### src/rtl/mem_reverse_sequencer_if.sv
// Bus bundle for mem_reverse_sequencer: control handshake, source read port and destination write port.
// The sequencer takes the master side; the memories/driver take the slave side.
interface mem_reverse_sequencer_if #(
  parameter int DATA_W = 8,
  parameter int ADDR_W = 4
);
  logic              start;
  logic              abort;
  logic              src_rd_en;
  logic [ADDR_W-1:0] src_rd_addr;
  logic [DATA_W-1:0] src_rd_data;
  logic              dst_wr_en;
  logic [ADDR_W-1:0] dst_wr_addr;
  logic [DATA_W-1:0] dst_wr_data;
  logic              busy;
  logic              done;

  modport master (
    input  start,
    input  abort,
    input  src_rd_data,
    output src_rd_en,
    output src_rd_addr,
    output dst_wr_en,
    output dst_wr_addr,
    output dst_wr_data,
    output busy,
    output done
  );

  modport slave (
    output start,
    output abort,
    output src_rd_data,
    input  src_rd_en,
    input  src_rd_addr,
    input  dst_wr_en,
    input  dst_wr_addr,
    input  dst_wr_data,
    input  busy,
    input  done
  );
endinterface

### src/rtl/mem_reverse_sequencer.sv
// Clocked reverse-copy sequencer: dst[i] = src[DST_DEPTH-1-i], out-of-window entries get FILL.
// One issue per cycle from a synchronous-read source; writes trail issues by one cycle.

module mem_reverse_sequencer_chk #(
  parameter int ADDR_W    = 4,
  parameter int DST_DEPTH = 10
) (
  input logic              clk,
  input logic              rst_n,
  input logic              busy,
  input logic              done,
  input logic              src_rd_en,
  input logic              dst_wr_en,
  input logic [ADDR_W-1:0] dst_wr_addr
);
  localparam logic [ADDR_W-1:0] LAST_ADDR = ADDR_W'(DST_DEPTH - 1);

  busy_done_exclusive_a: assert property (@(posedge clk) disable iff (!rst_n) !(busy && done));
  read_only_when_busy_a: assert property (@(posedge clk) disable iff (!rst_n) src_rd_en |-> busy);
  write_addr_in_range_a: assert property (@(posedge clk) disable iff (!rst_n) dst_wr_en |-> (dst_wr_addr <= LAST_ADDR));
  done_single_pulse_a:   assert property (@(posedge clk) disable iff (!rst_n) done |=> !done);
endmodule

module mem_reverse_sequencer #(
  parameter int DATA_W    = 8,
  parameter int ADDR_W    = 4,
  parameter int SRC_LO    = 2,
  parameter int SRC_HI    = 5,
  parameter int DST_DEPTH = 10,
  parameter int FILL      = 100
) (
  input logic                     clk,
  input logic                     rst_n,
  mem_reverse_sequencer_if.master bus
);
  // One extra index bit keeps LAST-cnt from wrapping into the window compare.
  localparam int IDX_W = ADDR_W + 1;

  localparam logic [1:0] ST_IDLE  = 2'd0;
  localparam logic [1:0] ST_RUN   = 2'd1;
  localparam logic [1:0] ST_DRAIN = 2'd2;
  localparam logic [1:0] ST_DONE  = 2'd3;

  localparam logic [ADDR_W-1:0] LAST_CNT = ADDR_W'(DST_DEPTH - 1);
  localparam logic [IDX_W-1:0]  LAST_IDX = IDX_W'(DST_DEPTH - 1);
  localparam logic [IDX_W-1:0]  LO_IDX   = IDX_W'(SRC_LO);
  localparam logic [IDX_W-1:0]  HI_IDX   = IDX_W'(SRC_HI);
  localparam logic [DATA_W-1:0] FILL_VAL = DATA_W'(FILL);

  logic [1:0]        state_r;
  logic [1:0]        state_nxt_s;
  logic [ADDR_W-1:0] cnt_r;
  logic [ADDR_W-1:0] cnt_nxt_s;
  logic              v1_r;
  logic              w1_r;
  logic [ADDR_W-1:0] a1_r;
  logic              issue_s;
  logic              cancel_s;
  logic              in_win_s;
  logic [IDX_W-1:0]  sidx_s;

  // Mirrored source index and window test for the current issue slot
  always_comb begin
    issue_s  = (state_r == ST_RUN);
    cancel_s = bus.abort && ((state_r == ST_RUN) || (state_r == ST_DRAIN));
    sidx_s   = LAST_IDX - {1'b0, cnt_r};
    in_win_s = issue_s && (sidx_s >= LO_IDX) && (sidx_s <= HI_IDX);
  end

  // Next-state selection; abort only acts while a pass is in flight
  always_comb begin
    state_nxt_s = state_r;
    case (state_r)
      ST_IDLE: begin
        if (bus.start) begin
          state_nxt_s = ST_RUN;
        end else begin
          state_nxt_s = ST_IDLE;
        end
      end
      ST_RUN: begin
        if (bus.abort) begin
          state_nxt_s = ST_IDLE;
        end else if (cnt_r == LAST_CNT) begin
          state_nxt_s = ST_DRAIN;
        end else begin
          state_nxt_s = ST_RUN;
        end
      end
      ST_DRAIN: begin
        if (bus.abort) begin
          state_nxt_s = ST_IDLE;
        end else begin
          state_nxt_s = ST_DONE;
        end
      end
      ST_DONE: state_nxt_s = ST_IDLE;
      default: state_nxt_s = ST_IDLE;
    endcase
  end

  // Issue counter: cleared on start or cancel, saturates at the last entry
  always_comb begin
    cnt_nxt_s = cnt_r;
    case (state_r)
      ST_IDLE: begin
        if (bus.start) begin
          cnt_nxt_s = {ADDR_W{1'b0}};
        end else begin
          cnt_nxt_s = cnt_r;
        end
      end
      ST_RUN: begin
        if (bus.abort) begin
          cnt_nxt_s = {ADDR_W{1'b0}};
        end else if (cnt_r == LAST_CNT) begin
          cnt_nxt_s = cnt_r;
        end else begin
          cnt_nxt_s = cnt_r + ADDR_W'(1);
        end
      end
      ST_DRAIN: begin
        if (bus.abort) begin
          cnt_nxt_s = {ADDR_W{1'b0}};
        end else begin
          cnt_nxt_s = cnt_r;
        end
      end
      ST_DONE: cnt_nxt_s = cnt_r;
      default: cnt_nxt_s = {ADDR_W{1'b0}};
    endcase
  end

  // Control state and issue counter
  always_ff @(posedge clk or negedge rst_n) begin
    if (!rst_n) begin
      state_r <= ST_IDLE;
      cnt_r   <= {ADDR_W{1'b0}};
    end else begin
      state_r <= state_nxt_s;
      cnt_r   <= cnt_nxt_s;
    end
  end

  // Stage 1: remember what was issued so the write lines up with the read data
  always_ff @(posedge clk or negedge rst_n) begin
    if (!rst_n) begin
      v1_r <= 1'b0;
      a1_r <= {ADDR_W{1'b0}};
      w1_r <= 1'b0;
    end else if (issue_s && !cancel_s) begin
      v1_r <= 1'b1;
      a1_r <= cnt_r;
      w1_r <= in_win_s;
    end else begin
      v1_r <= 1'b0;
      a1_r <= {ADDR_W{1'b0}};
      w1_r <= 1'b0;
    end
  end

  // Bus outputs; write data is forced to zero whenever no write is presented
  always_comb begin
    bus.src_rd_en = in_win_s;
    if (in_win_s) begin
      bus.src_rd_addr = sidx_s[ADDR_W-1:0];
    end else begin
      bus.src_rd_addr = {ADDR_W{1'b0}};
    end
    bus.dst_wr_en   = v1_r;
    bus.dst_wr_addr = a1_r;
    if (!v1_r) begin
      bus.dst_wr_data = {DATA_W{1'b0}};
    end else if (w1_r) begin
      bus.dst_wr_data = bus.src_rd_data;
    end else begin
      bus.dst_wr_data = FILL_VAL;
    end
    bus.busy = (state_r == ST_RUN) || (state_r == ST_DRAIN);
    bus.done = (state_r == ST_DONE);
  end

  mem_reverse_sequencer_chk #(
    .ADDR_W    (ADDR_W),
    .DST_DEPTH (DST_DEPTH)
  ) u_chk (
    .clk         (clk),
    .rst_n       (rst_n),
    .busy        (bus.busy),
    .done        (bus.done),
    .src_rd_en   (bus.src_rd_en),
    .dst_wr_en   (bus.dst_wr_en),
    .dst_wr_addr (bus.dst_wr_addr)
  );
endmodule

### src/flat_wrapper.sv
// flat-port wrapper written by rule: the top's interface ports become plain ports
module mem_reverse_sequencer_flat 
#(
  parameter int DATA_W    = 8,
  parameter int ADDR_W    = 4,
  parameter int SRC_LO    = 2,
  parameter int SRC_HI    = 5,
  parameter int DST_DEPTH = 10,
  parameter int FILL      = 100
)
  (clk, rst_n, bus_start, bus_abort, bus_src_rd_data, bus_src_rd_en, bus_src_rd_addr, bus_dst_wr_en, bus_dst_wr_addr, bus_dst_wr_data, bus_busy, bus_done);
  mem_reverse_sequencer_if #(.DATA_W(DATA_W), .ADDR_W(ADDR_W)) bus_i ();
  input logic clk;
  input logic rst_n;
  input wire logic [$bits(bus_i.start)-1:0] bus_start;
  input wire logic [$bits(bus_i.abort)-1:0] bus_abort;
  input wire logic [$bits(bus_i.src_rd_data)-1:0] bus_src_rd_data;
  output wire logic [$bits(bus_i.src_rd_en)-1:0] bus_src_rd_en;
  output wire logic [$bits(bus_i.src_rd_addr)-1:0] bus_src_rd_addr;
  output wire logic [$bits(bus_i.dst_wr_en)-1:0] bus_dst_wr_en;
  output wire logic [$bits(bus_i.dst_wr_addr)-1:0] bus_dst_wr_addr;
  output wire logic [$bits(bus_i.dst_wr_data)-1:0] bus_dst_wr_data;
  output wire logic [$bits(bus_i.busy)-1:0] bus_busy;
  output wire logic [$bits(bus_i.done)-1:0] bus_done;
  assign bus_i.start = bus_start;
  assign bus_i.abort = bus_abort;
  assign bus_i.src_rd_data = bus_src_rd_data;
  assign bus_src_rd_en = bus_i.src_rd_en;
  assign bus_src_rd_addr = bus_i.src_rd_addr;
  assign bus_dst_wr_en = bus_i.dst_wr_en;
  assign bus_dst_wr_addr = bus_i.dst_wr_addr;
  assign bus_dst_wr_data = bus_i.dst_wr_data;
  assign bus_busy = bus_i.busy;
  assign bus_done = bus_i.done;
  mem_reverse_sequencer #(.DATA_W(DATA_W), .ADDR_W(ADDR_W), .SRC_LO(SRC_LO), .SRC_HI(SRC_HI), .DST_DEPTH(DST_DEPTH), .FILL(FILL)) u_core (.clk(clk), .rst_n(rst_n), .bus(bus_i));
endmodule
### config.mk
export PLATFORM = sky130hd
export DESIGN_NAME = mem_reverse_sequencer_flat
export DESIGN_NICKNAME = d
export VERILOG_FILES = /design/src/rtl/mem_reverse_sequencer_if.sv /design/src/rtl/mem_reverse_sequencer.sv /design/src/flat_wrapper.sv
export SDC_FILE = /design/constraint.sdc
export NUM_CORES = 1
export LEC_CHECK = 0
export BUFFER_PORTS_ARGS = -buffer_cell sky130_fd_sc_hd__buf_2
export CAP_MARGIN = 10
export CORE_MARGIN = 2
export CORE_UTILIZATION = 40
export CTS_CLUSTER_DIAMETER = 120
export DETAILED_ROUTE_END_ITERATION = 7
export PLACE_DENSITY_LB_ADDON = 0.05
export SLEW_MARGIN = 10
export SYNTH_ARGS = -nofsm -noshare
export SYNTH_HDL_FRONTEND = slang
export SYNTH_SLANG_ARGS = --single-unit
### constraint.sdc
create_clock -name clk -period 4.9 [get_ports clk]
set_clock_uncertainty 0.2 [all_clocks]
set_input_delay 0.49 -clock clk [delete_from_list [all_inputs] [get_ports clk]]
set_output_delay 0.49 -clock clk [all_outputs]
set_load 0.005 [all_outputs]
## Word level (Yosys, flattened, before mapping)

Cells that the tools add are included.

- Flip-flop bits (word level): 12
- Input port bits: 12
- Logic and storage cells: 41

- Add/sub/neg operators: 2
- Order comparisons: 2
- Equality and inequality tests: 7
- Mux-type cells: 16
- Bitwise logic cells: 1
- Reduce and logical (&&, ||, !) cells: 8

Operators by type and width:

| kind | number |
|---|---|
| $mux 4 | 6 |
| $mux 8 | 2 |
| $pmux 4 s3 | 1 |
| $pmux 2 s4 | 1 |
| $mux 2 | 3 |
| $ge 5x2->1 const B | 1 |
| $le 5x3->1 const B | 1 |
| $sub 4x4->5 const A | 1 |
| $add 4x1->4 const B | 1 |
| $eq 2x2->1 const B | 2 |
| $eq 4x4->1 const B | 1 |
| $logic_and 1x1->1 | 4 |
| $ne 2x2->1 const B | 2 |
| $reduce_and 4->1 | 1 |
| $mux 1 | 3 |
| $ne 3x3->1 const B | 1 |
| $eq 2x1->1 const B | 1 |
| $logic_not 2->1 | 1 |
| $logic_not 1->1 | 1 |
| $logic_or 1x1->1 | 1 |
| $not 1->1 | 1 |

## Depth between registers and ports, before layout

Gate-level depths: netlist of run 1.

- Depth after elaboration: 6
- Depth in mapped cells: 7
- Depth with buffers taken out: 7

## Worst setup path after synthesis of run 1

Ideal clock, no wire load.

- Path type: reg-to-output
- Start: register u_core.cnt_r[1]
- End: output port bus_src_rd_addr[1]
- Arrival: 1.506 ns
- Setup slack: 2.704 ns
- Cell stages (with the launch flop): 7
- Path through: dfrtp_1 -> inv_1 -> ha_1 -> ha_1 -> and3b_1 -> and3_4 -> and2_1

- Longest elaborated chain between the ends: 5
- Elaborated cells between the ends (all ways): 6
- Classes of those cells: 1 x add/sub; 2 x order compare; 1 x mux; 2 x reduce/logical

RTL lines:

| item | line | source |
|---|---|---|
| from (decl) | mem_reverse_sequencer.sv:52 | `logic [ADDR_W-1:0] cnt_r;` |
| from (signal assigned) | mem_reverse_sequencer.sv:138 | `cnt_r <= {ADDR_W{1'b0}};` |
| from (signal assigned) | mem_reverse_sequencer.sv:141 | `cnt_r <= cnt_nxt_s;` |
| $sub 4x4->5 (*) | mem_reverse_sequencer.sv:66 | `sidx_s = LAST_IDX - {1'b0, cnt_r};` |
| $ge 5x2->1 | mem_reverse_sequencer.sv:67 | `in_win_s = issue_s && (sidx_s >= LO_IDX) && (sidx_s <= HI_IDX);` |
| $logic_and 1x1->1 | mem_reverse_sequencer.sv:67 |  |
| $logic_and 1x1->1 (*) | mem_reverse_sequencer.sv:67 |  |
| via bus_src_rd_en | flat_wrapper.sv:18 | `output wire logic [$bits(bus_i.src_rd_en)-1:0] bus_src_rd_en;` |
| $mux 4 (*) | mem_reverse_sequencer.sv:165 | `if (in_win_s) begin` |
| to (decl) | flat_wrapper.sv:19 | `output wire logic [$bits(bus_i.src_rd_addr)-1:0] bus_src_rd_addr;` |

Mark *: on every way through the listed nets, which the timed path passes. The rest lies on a longest branch.

## Worst setup path after layout of run 1

- Start: register u_core.cnt_r[1]
- End: output port bus_src_rd_addr[1]

- Longest elaborated chain between the ends: 5
- Elaborated cells between the ends (all ways): 6
- Classes of those cells: 1 x add/sub; 2 x order compare; 1 x mux; 2 x reduce/logical

RTL lines:

| item | line |
|---|---|
| $sub 4x4->5 (*) | mem_reverse_sequencer.sv:66 |
| $ge 5x2->1 | mem_reverse_sequencer.sv:67 |
| $logic_and 1x1->1 (2 in series) | mem_reverse_sequencer.sv:67 |
| $mux 4 (*) | mem_reverse_sequencer.sv:165 |

Every way passes the cells marked *; elsewhere a longest branch is shown, timed or not.

==> results by group, run 1 <==
Yosys
  – Leading area contributor after synthesis: dfrtp_1
  – Register area share after synthesis: 0.3642
  – Post-synth ARST share: 1.000
  – Synth warn: 0
  – Largest cells by area after synthesis: dfrtp_1 36%, ha_1 18%, and2_1 5.3%
  – Synth cell count leaders: 12 x dfrtp_1, 12 x ha_1, 11 x inv_1
  – Synthesized cell area: 824.5 um2
  – Gate Count Post-Synth: 85
  – Syn nets: 109
  – Synth top area share: 0.3642
  – Predominant post-synthesis flop cell: dfrtp_1
  – Post-synth cell types: 26
  – Post-synth EDFFs: 0
  – Syn Area/Cell: 9.700 um2
  – Seq cells post-synth: 12

Global routing
  – Antenna violations before repair: 0
  – Total Routing Usage GR: 0.1434
  – Vias in the first global route: 591
  – GR peak layer: met2
  – Largest net degree at the start of global routing: 13
  – Total grt overflow: 0
  – Met3 Usage GRT: 0.03067
  – Global-route wire length before repair: 2649 um
  – GR Util met1: 0.1846
  – Met2 Usage GRT: 0.2140

Clock network
  – CTS tree: built
  – Reg clk slew, reported paths: 0.07 ns
  – H-tree depth: 1
  – CTS sink cnt: 12
  – Clock root buffer: clkbuf_4
  – Clock Latency Late Sink: 0.26 ns
  – Post-cts resize count: 0
  – Clk buf depth: 2
  – CTS buffer count: 3

STA
  – Slew HR: 0.5754
  – TNS Setup: 0 ns
  – Endpoints failing hold: 0
  – Achievable Freq: 371.6 MHz
  – Max Transition Viols Final: 0
  – Final period utilization: 0.5492
  – Endpoints failing setup: 0
  – Slew @ Worst Pin: 0.6357 ns
  – Period minus WS final: 2.691 ns
  – RSZ-0062 raised after global routing: false

Cells and area
  – Final Net Count: 142
  – Area Growth Syn to Fin: 24.73%
  – Finished Layout Cells: 144
  – Antenna Cells: 0
  – Share of layout cells above drive strength 1: 0.3419

Placement
  – Placed instance count: 139
  – GP Congestion: 0.8182
  – IO Port Bufs: 30
  – Hpwl dp: 1203 um

Worst setup path
  – Crit start category: flip-flop
  – Crit-path max FO: 8
  – Critical setup path kind: flip-flop to output pin
  – Critical R2R Capture: u_core.cnt_r[2]
  – CP endpoint kind: output pin
  – Worst flop-to-flop path startpoint: u_core.state_r[1]
  – Setup slack, reg-to-reg: 2.92 ns
  – CP arrival: 2.00 ns
  – Worst path required time: 4.21 ns
  – FF-to-FF path depth: 5

Floorplanning
  – Die outline height: 49.40 um
  – Initial Util: 0.4203
  – Row cnt: 16
  – Io pins: 32
  – Core footprint: 1962 um2
  – Die X: 49.40 um
  – Die area: 2440 um2

Routing
  – # DRC: 0
  – First drt pass iteration count: 4
  – Wirelength per Cell: 10.45 um
  – Final WL: 1505 um
  – DRT antenna net count: 0
  – Via density: 4.542
  – Initial drt markers: 9
  – Routed via count: 654

Min path
  – Hold wc startpoint: bus_abort
  – Hold Path Class: input port to flip-flop
  – WHS Endpoint: u_core.state_r[1]
  – Hold depth: 2

Power
  – VDD IR max: 0.00009620 V
  – Leak: 0.5757 nW
  – Pwr/cell area: 209.0 nW/um2

Job
  – Max Cap Viol: 0

Run status
  – Outcome: completed
==> area by class of cell <==
| cell class | instances | area, um2 |
|---|---|---|
| inverters | 11 | 41.29 |
| repair buffers | 31 | 160.2 |
| fillers | 206 | 933.4 |
| flip-flops and latches | 12 | 300.3 |
| multi-input cells | 59 | 456.7 |
| clock buffers | 4 | 36.28 |
| well taps | 27 | 33.78 |
==> kinds of logic after synthesis <==
family / count (synthesis) / synth area share
compound gates: 15 / 0.1366
fa+ha+maj: 12 / 0.1821
buf+inv: 14 / 0.08194
flops: 12 / 0.3642
other cells: 1 / 0.004548
simple gates: 31 / 0.2306
==> per-stage QoR <==
step | util | worst slack (ns) | instance area, um2 | power (mW) | hold slack [ns]
global route | 0.5242 | 2.066 | 1028 | 0.2309 | 0.2519
CTS | 0.5242 | 2.187 | 1028 | 0.2199 | 0.2343
detailed placement | 0.5006 | 2.485 | 982.2 | 0.1434 | 0.1792
finish | 0.5242 | 2.209 | 1028 | 0.2149 | 0.2479
floorplan | - | 2.704 | 824.5 | 0.1315 | -0.005591
global placement | 0.5006 | 2.532 | 982.2 | 0.1429 | 0.1747
==> critical path, stage by stage, from the launching register on <==
cell	delay, ns
dfrtp_1	0.48
inv_1	0.14
ha_1	0.23
ha_1	0.26
and3b_1	0.22
and3_4	0.19
and2_1	0.12
buf_2	0.10
==> power by group <==
group | switching [mW] | internal, mW
sequential | 0.00581 | 0.102
clock | 0.0284 | 0.0451
combinational | 0.0181 | 0.0153
==> cell usage in the layout, fill, tap and decap left out, types with 3 or more instances in the layout <==
cell type  Yosys  layout
and2_1         7       7
dfrtp_1       12      12
nand2_1        9       9
ha_1          12      12
clkbuf_4       0       3
o21ai_1        4       4
and3_1         5       5
a21boi_0       3       3
buf_2          0      30
inv_1         11      11
==> registers in the layout, summed over array words and instances, names as in the netlist <==
signal                  count
u_core.bus.dst_wr_addr      4
u_core.bus.dst_wr_en        1
u_core.cnt_r                4
u_core.state_r              2
u_core.w1_r                 1
==> routing by layer <==
layer,up-vias,share of wire
li1,341,-
met1,283,0.46
met2,28,0.43
met3,2,0.096
met4,0,0.017
met5,-,0
==> timing repair <==
action                                  in CTS  in global routing
endpoints found under the hold margin       12                  0
buffers inserted                             0                  0
hold buffers                                 1                  0
endpoints found under the setup margin       0                  0
==> worst max path at each step <==
stage | cells after the start | slack, ns | start | end
floorplan | 6 | 2.70 | u_core.cnt_r[1] | bus_src_rd_addr[1]
global placement | 7 | 2.53 | u_core.cnt_r[1] | bus_src_rd_addr[1]
detailed placement | 7 | 2.49 | u_core.cnt_r[1] | bus_src_rd_addr[1]
CTS | 7 | 2.19 | u_core.cnt_r[1] | bus_src_rd_addr[1]
global route | 7 | 2.07 | u_core.cnt_r[1] | bus_src_rd_addr[1]
finish | 7 | 2.21 | u_core.cnt_r[1] | bus_src_rd_addr[1]
Note: power is estimated with default switching activity, not from simulation.
==> run 2: changes to the inputs <==
--- a/config.mk
+++ b/config.mk
@@ -5,6 +5,7 @@
 export SDC_FILE = /design/constraint.sdc
 export NUM_CORES = 1
 export LEC_CHECK = 0
+export ABC_AREA = 1
 export BUFFER_PORTS_ARGS = -buffer_cell sky130_fd_sc_hd__buf_2
 export CAP_MARGIN = 10
 export CORE_MARGIN = 2
==> constraint.sdc (replaced) <==
create_clock -name clk -period 2.42 [get_ports clk]
set_clock_uncertainty 0.2 [all_clocks]
set_input_delay 0.242 -clock clk [delete_from_list [all_inputs] [get_ports clk]]
set_output_delay 0.242 -clock clk [all_outputs]
set_load 0.005 [all_outputs]
==> run 2 against run 1 <==
Die area increased by 0.14%. Count of clock-buffer cells in the layout unchanged. Largest power group unchanged. Core utilization increased by 1.7 points. Largest cell class unchanged. Global-route usage increased by 0.51 points.
==> results by group, run 2 <==
STA
  – Endpoints failing hold: 0 (unchanged)
  – WHS: 0.04956 ns (was 0.2479 ns)
  – Endpoints failing setup: 0 (unchanged)
  – TNS Setup: 0 ns (unchanged)
  – Max Transition Viols Final: 0 (unchanged)
  – Period minus WS final: 2.231 ns
  – RSZ-0062 raised after global routing: false (unchanged)
  – Final period utilization: 0.9219
  – Achievable Freq: 448.2 MHz

Cells and area
  – Final Net Count: 173 (was 142)
  – Area of the multi-input gates: 424.2 um2 (was 456.7 um2)
  – Most frequent cells in the layout: 30 x buf_2, 28 x nand2_1, 24 x inv_1, 20 x nor2_1, 12 x ha_1 (was 30 x buf_2, 12 x ha_1, 12 x dfrtp_1, 11 x inv_1, 9 x nand2_1)
  – Antenna Cells: 0 (unchanged)
  – Area Growth Syn to Fin: 28.49% (was 24.73%)
  – Share of layout cells above drive strength 1: 0.2770 (was 0.3419)
  – Final Cell Area: 1061 um2 (was 1028 um2)
  – Reg area: 302.8 um2 (was 300.3 um2)
  – Filler Cell Count: 205 (was 206)
  – Commonest non-fill, non-tap cell in the layout: buf_2 (unchanged)
  – Biggest regs: u_core.bus.dst_wr_addr x4, u_core.cnt_r x4, u_core.state_r x2 (unchanged)

Routing
  – Final WL: 1643 um (was 1505 um)
  – DRT antenna net count: 0 (unchanged)
  – First drt pass iteration count: 4 (unchanged)
  – # DRC: 0 (unchanged)
  – Routed via count: 765 (was 654)
  – Initial drt markers: 20 (was 9)
  – Wirelength per Cell: 9.389 um (was 10.45 um)
  – Via density: 4.371 (was 4.542)

Worst setup path
  – Worst path required time: 1.98 ns (was 4.21 ns)
  – CP endpoint kind: output pin (unchanged)
  – CP arrival: 1.79 ns (was 2.00 ns)
  – CP peak stage delay: 0.44 ns (was 0.48 ns)
  – Setup slack, reg-to-reg: 0.68 ns (was 2.92 ns)
  – Slowest stage cell, crit path: dfrtp_2 (was dfrtp_1)
  – Crit path buf inv count: 2 (unchanged)
  – Critical setup path kind: flip-flop to output pin (unchanged)
  – FF-to-FF path depth: 10 (was 5)
  – Critical Path Source: u_core.cnt_r[2] (was u_core.cnt_r[1])
  – Kind of cell adding the most delay to the critical path: flip-flops (was simple AND/OR/NAND/NOR gates)
  – Crit start category: flip-flop (unchanged)
  – Critical R2R Capture: u_core.cnt_r[2] (unchanged)
  – Worst flop-to-flop path startpoint: u_core.cnt_r[2] (was u_core.state_r[1])
  – Crit path cell chain: inv_1 > ha_1 > ha_1 > nor2_1 > nand2_1 > nand3b_4 > nor2_1 > buf_2 (was inv_1 > ha_1 > ha_1 > and3b_1 > and3_4 > and2_1 > buf_2)
  – Crit-path max FO: 6 (was 8)

Global routing
  – Global-route wire length before repair: 2835 um (was 2649 um)
  – Vias in the first global route: 691 (was 591)
  – Largest net degree at the start of global routing: 13 (unchanged)
  – Total grt overflow: 0 (unchanged)
  – Antenna violations before repair: 0 (unchanged)
  – Total Routing Usage GR: 0.1485 (was 0.1434)

Power
  – Leak: 0.6776 nW (was 0.5757 nW)
  – Sequential share of power: 0.407 (was 0.503)
  – Sw Share: 0.3744 (was 0.2433)
  – Combinational fraction of design power: 0.354 (was 0.155)
  – Pwr/cell area: 617.4 nW/um2 (was 209.0 nW/um2)
  – VDD IR max: 0.0003730 V (was 0.00009620 V)
  – Psw: 0.2453 mW (was 0.05230 mW)
  – Clock power frac: 0.239 (was 0.342)
  – Internal Pwr Total: 0.4098 mW (was 0.1626 mW)
  – Pwr Total: 0.6551 mW (was 0.2149 mW)

Placement
  – GP Congestion: 0.7686 (was 0.8182)
  – Hpwl dp: 1258 um (was 1203 um)
  – IO Port Bufs: 30 (unchanged)
  – Post-DP Area: 1002 um2 (was 982.2 um2)

Yosys
  – Most common cell in the synthesized netlist: nand2_1
  – Gate Count Post-Synth: 113 (was 85)
  – Synthesized cell area: 825.8 um2 (was 824.5 um2)
  – Leading area contributor after synthesis: dfrtp_1 (unchanged)
  – Post-synth cell types: 14 (was 26)
  – Predominant post-synthesis flop cell: dfrtp_1 (unchanged)
  – Seq cells post-synth: 12 (unchanged)
  – Syn nets: 137 (was 109)
  – Post-synth EDFFs: 0 (unchanged)
  – Synth cell count leaders: 28 x nand2_1, 25 x inv_1, 20 x nor2_1 (was 12 x dfrtp_1, 12 x ha_1, 11 x inv_1)
  – Post-synth ARST share: 1.000 (unchanged)
  – Register area share after synthesis: 0.3636 (was 0.3642)
  – Synth warn: 0 (unchanged)
  – Largest cells by area after synthesis: dfrtp_1 36%, ha_1 18%, nand2_1 13% (was dfrtp_1 36%, ha_1 18%, and2_1 5.3%)
  – Synth top area share: 0.3636 (was 0.3642)
  – Syn Area/Cell: 7.308 um2 (was 9.700 um2)

Floorplanning
  – Core footprint: 1962 um2 (unchanged)
  – Die outline height: 49.44 um (was 49.40 um)
  – Initial Util: 0.4209 (was 0.4203)
  – Io pins: 32 (unchanged)
  – Die X: 49.44 um (was 49.40 um)
  – Row cnt: 16 (unchanged)
  – Die area: 2444 um2 (was 2440 um2)

Min path
  – WHS Endpoint: u_core.state_r[0] (was u_core.state_r[1])
  – Hold wc startpoint: bus_start (was bus_abort)
  – Hold Path Class: input port to flip-flop (unchanged)
  – Hold depth: 3 (was 2)

Clock network
  – Reg clk slew, reported paths: 0.07 ns (about the same)
  – CTS sink cnt: 12 (unchanged)
  – Clock Latency Late Sink: 0.27 ns (was 0.26 ns)
  – CTS buffer count: 3 (unchanged)
  – Post-CTS Setup Bufs: 0 (unchanged)
  – H-tree depth: 1 (unchanged)
  – Clk buf depth: 2 (unchanged)
  – Clock root buffer: clkbuf_4 (unchanged)
  – CTS tree: built (unchanged)

Run status
  – Outcome: completed (unchanged)

Job
  – Max Cap Viol: 0 (unchanged)
## run 2: cell types whose count changed in the layout (fill, tap and decap cells not counted), moves of 3 or more
| cell | previous run | this run |
|---|---|---|
| a21boi_0 | 3 | 0 |
| nor2_1 | 1 | 20 |
| o21ai_1 | 4 | 0 |
| inv_1 | 11 | 24 |
| and3_1 | 5 | 0 |
| nand2_1 | 9 | 28 |
| and2_1 | 7 | 0 |
| nand3_1 | 0 | 4 |
## run 2: power groups by stage
stage	Combinational [mW]	Clock [mW]	Sequential (mW)
after floorplan	0.156	0	0.260
after global placement	0.229	0	0.267
after detailed placement	0.230	0	0.268
after CTS	0.232	0.166	0.265
after global routing	0.272	0.175	0.273
final	0.232	0.156	0.267
## run 2: kinds of logic after synthesis
family                   count (synthesis)  share of synthesized area
AO/OA/AOI/OAI                            6                    0.03788
buffers and inverters                   26                     0.1227
adder cells (fa/ha/maj)                 12                     0.1818
flip-flops                              12                     0.3636
AND/OR/NAND/NOR                         56                     0.2894
other                                    1                   0.004541
## run 2: cell type report
type                    instances  share of cell area
clock buffers                   4             0.03420
inverters                      25             0.08844
multi-input cells              75              0.3998
flip-flops and latches         12              0.2854
well taps                      27             0.03184
repair buffers                 32              0.1604
## run 2: what timing repair did
item | CTS | global route
endpoints found under the setup margin | 0 | 4
hold buffers | 2 | 0
endpoints found under the hold margin | 13 | 0
gates resized for setup | 0 | 3
## run 2: worst min-delay path, stage by stage
cell	delay, ns
buf_2	0.07
nor2_1	0.04
a31oi_1	0.12
## run 2: stage by stage
stage | util | std cells | setup slack, ns
5_1_grt | 0.5408 | 175 | 0.02862
3_5_place_dp | 0.5108 | 169 | 0.3689
4_1_cts | 0.5395 | 175 | 0.06918
6_report | 0.5408 | 175 | 0.1889
2_1_floorplan | - | 113 | 0.5850
3_3_place_gp | 0.5108 | 169 | 0.4325
## run 2: routing by layer
layer | routed length [um] | GRT usage
met3 | 101 | 0.06442
met4 | 10 | 0.01389
met1 | 828 | 0.1958
met5 | 0 | 0
met2 | 703 | 0.2342
## run 2: worst max-delay path by stage
stage                         endpoint  slack [ns]  cells past startpoint
global route        bus_src_rd_addr[2]        0.03                      8
detailed placement  bus_src_rd_addr[0]        0.37                      8
global placement    bus_src_rd_addr[1]        0.43                      8
floorplan           bus_src_rd_addr[0]        0.58                      7
CTS                 bus_src_rd_addr[0]        0.07                      8
finish              bus_src_rd_addr[0]        0.19                      8
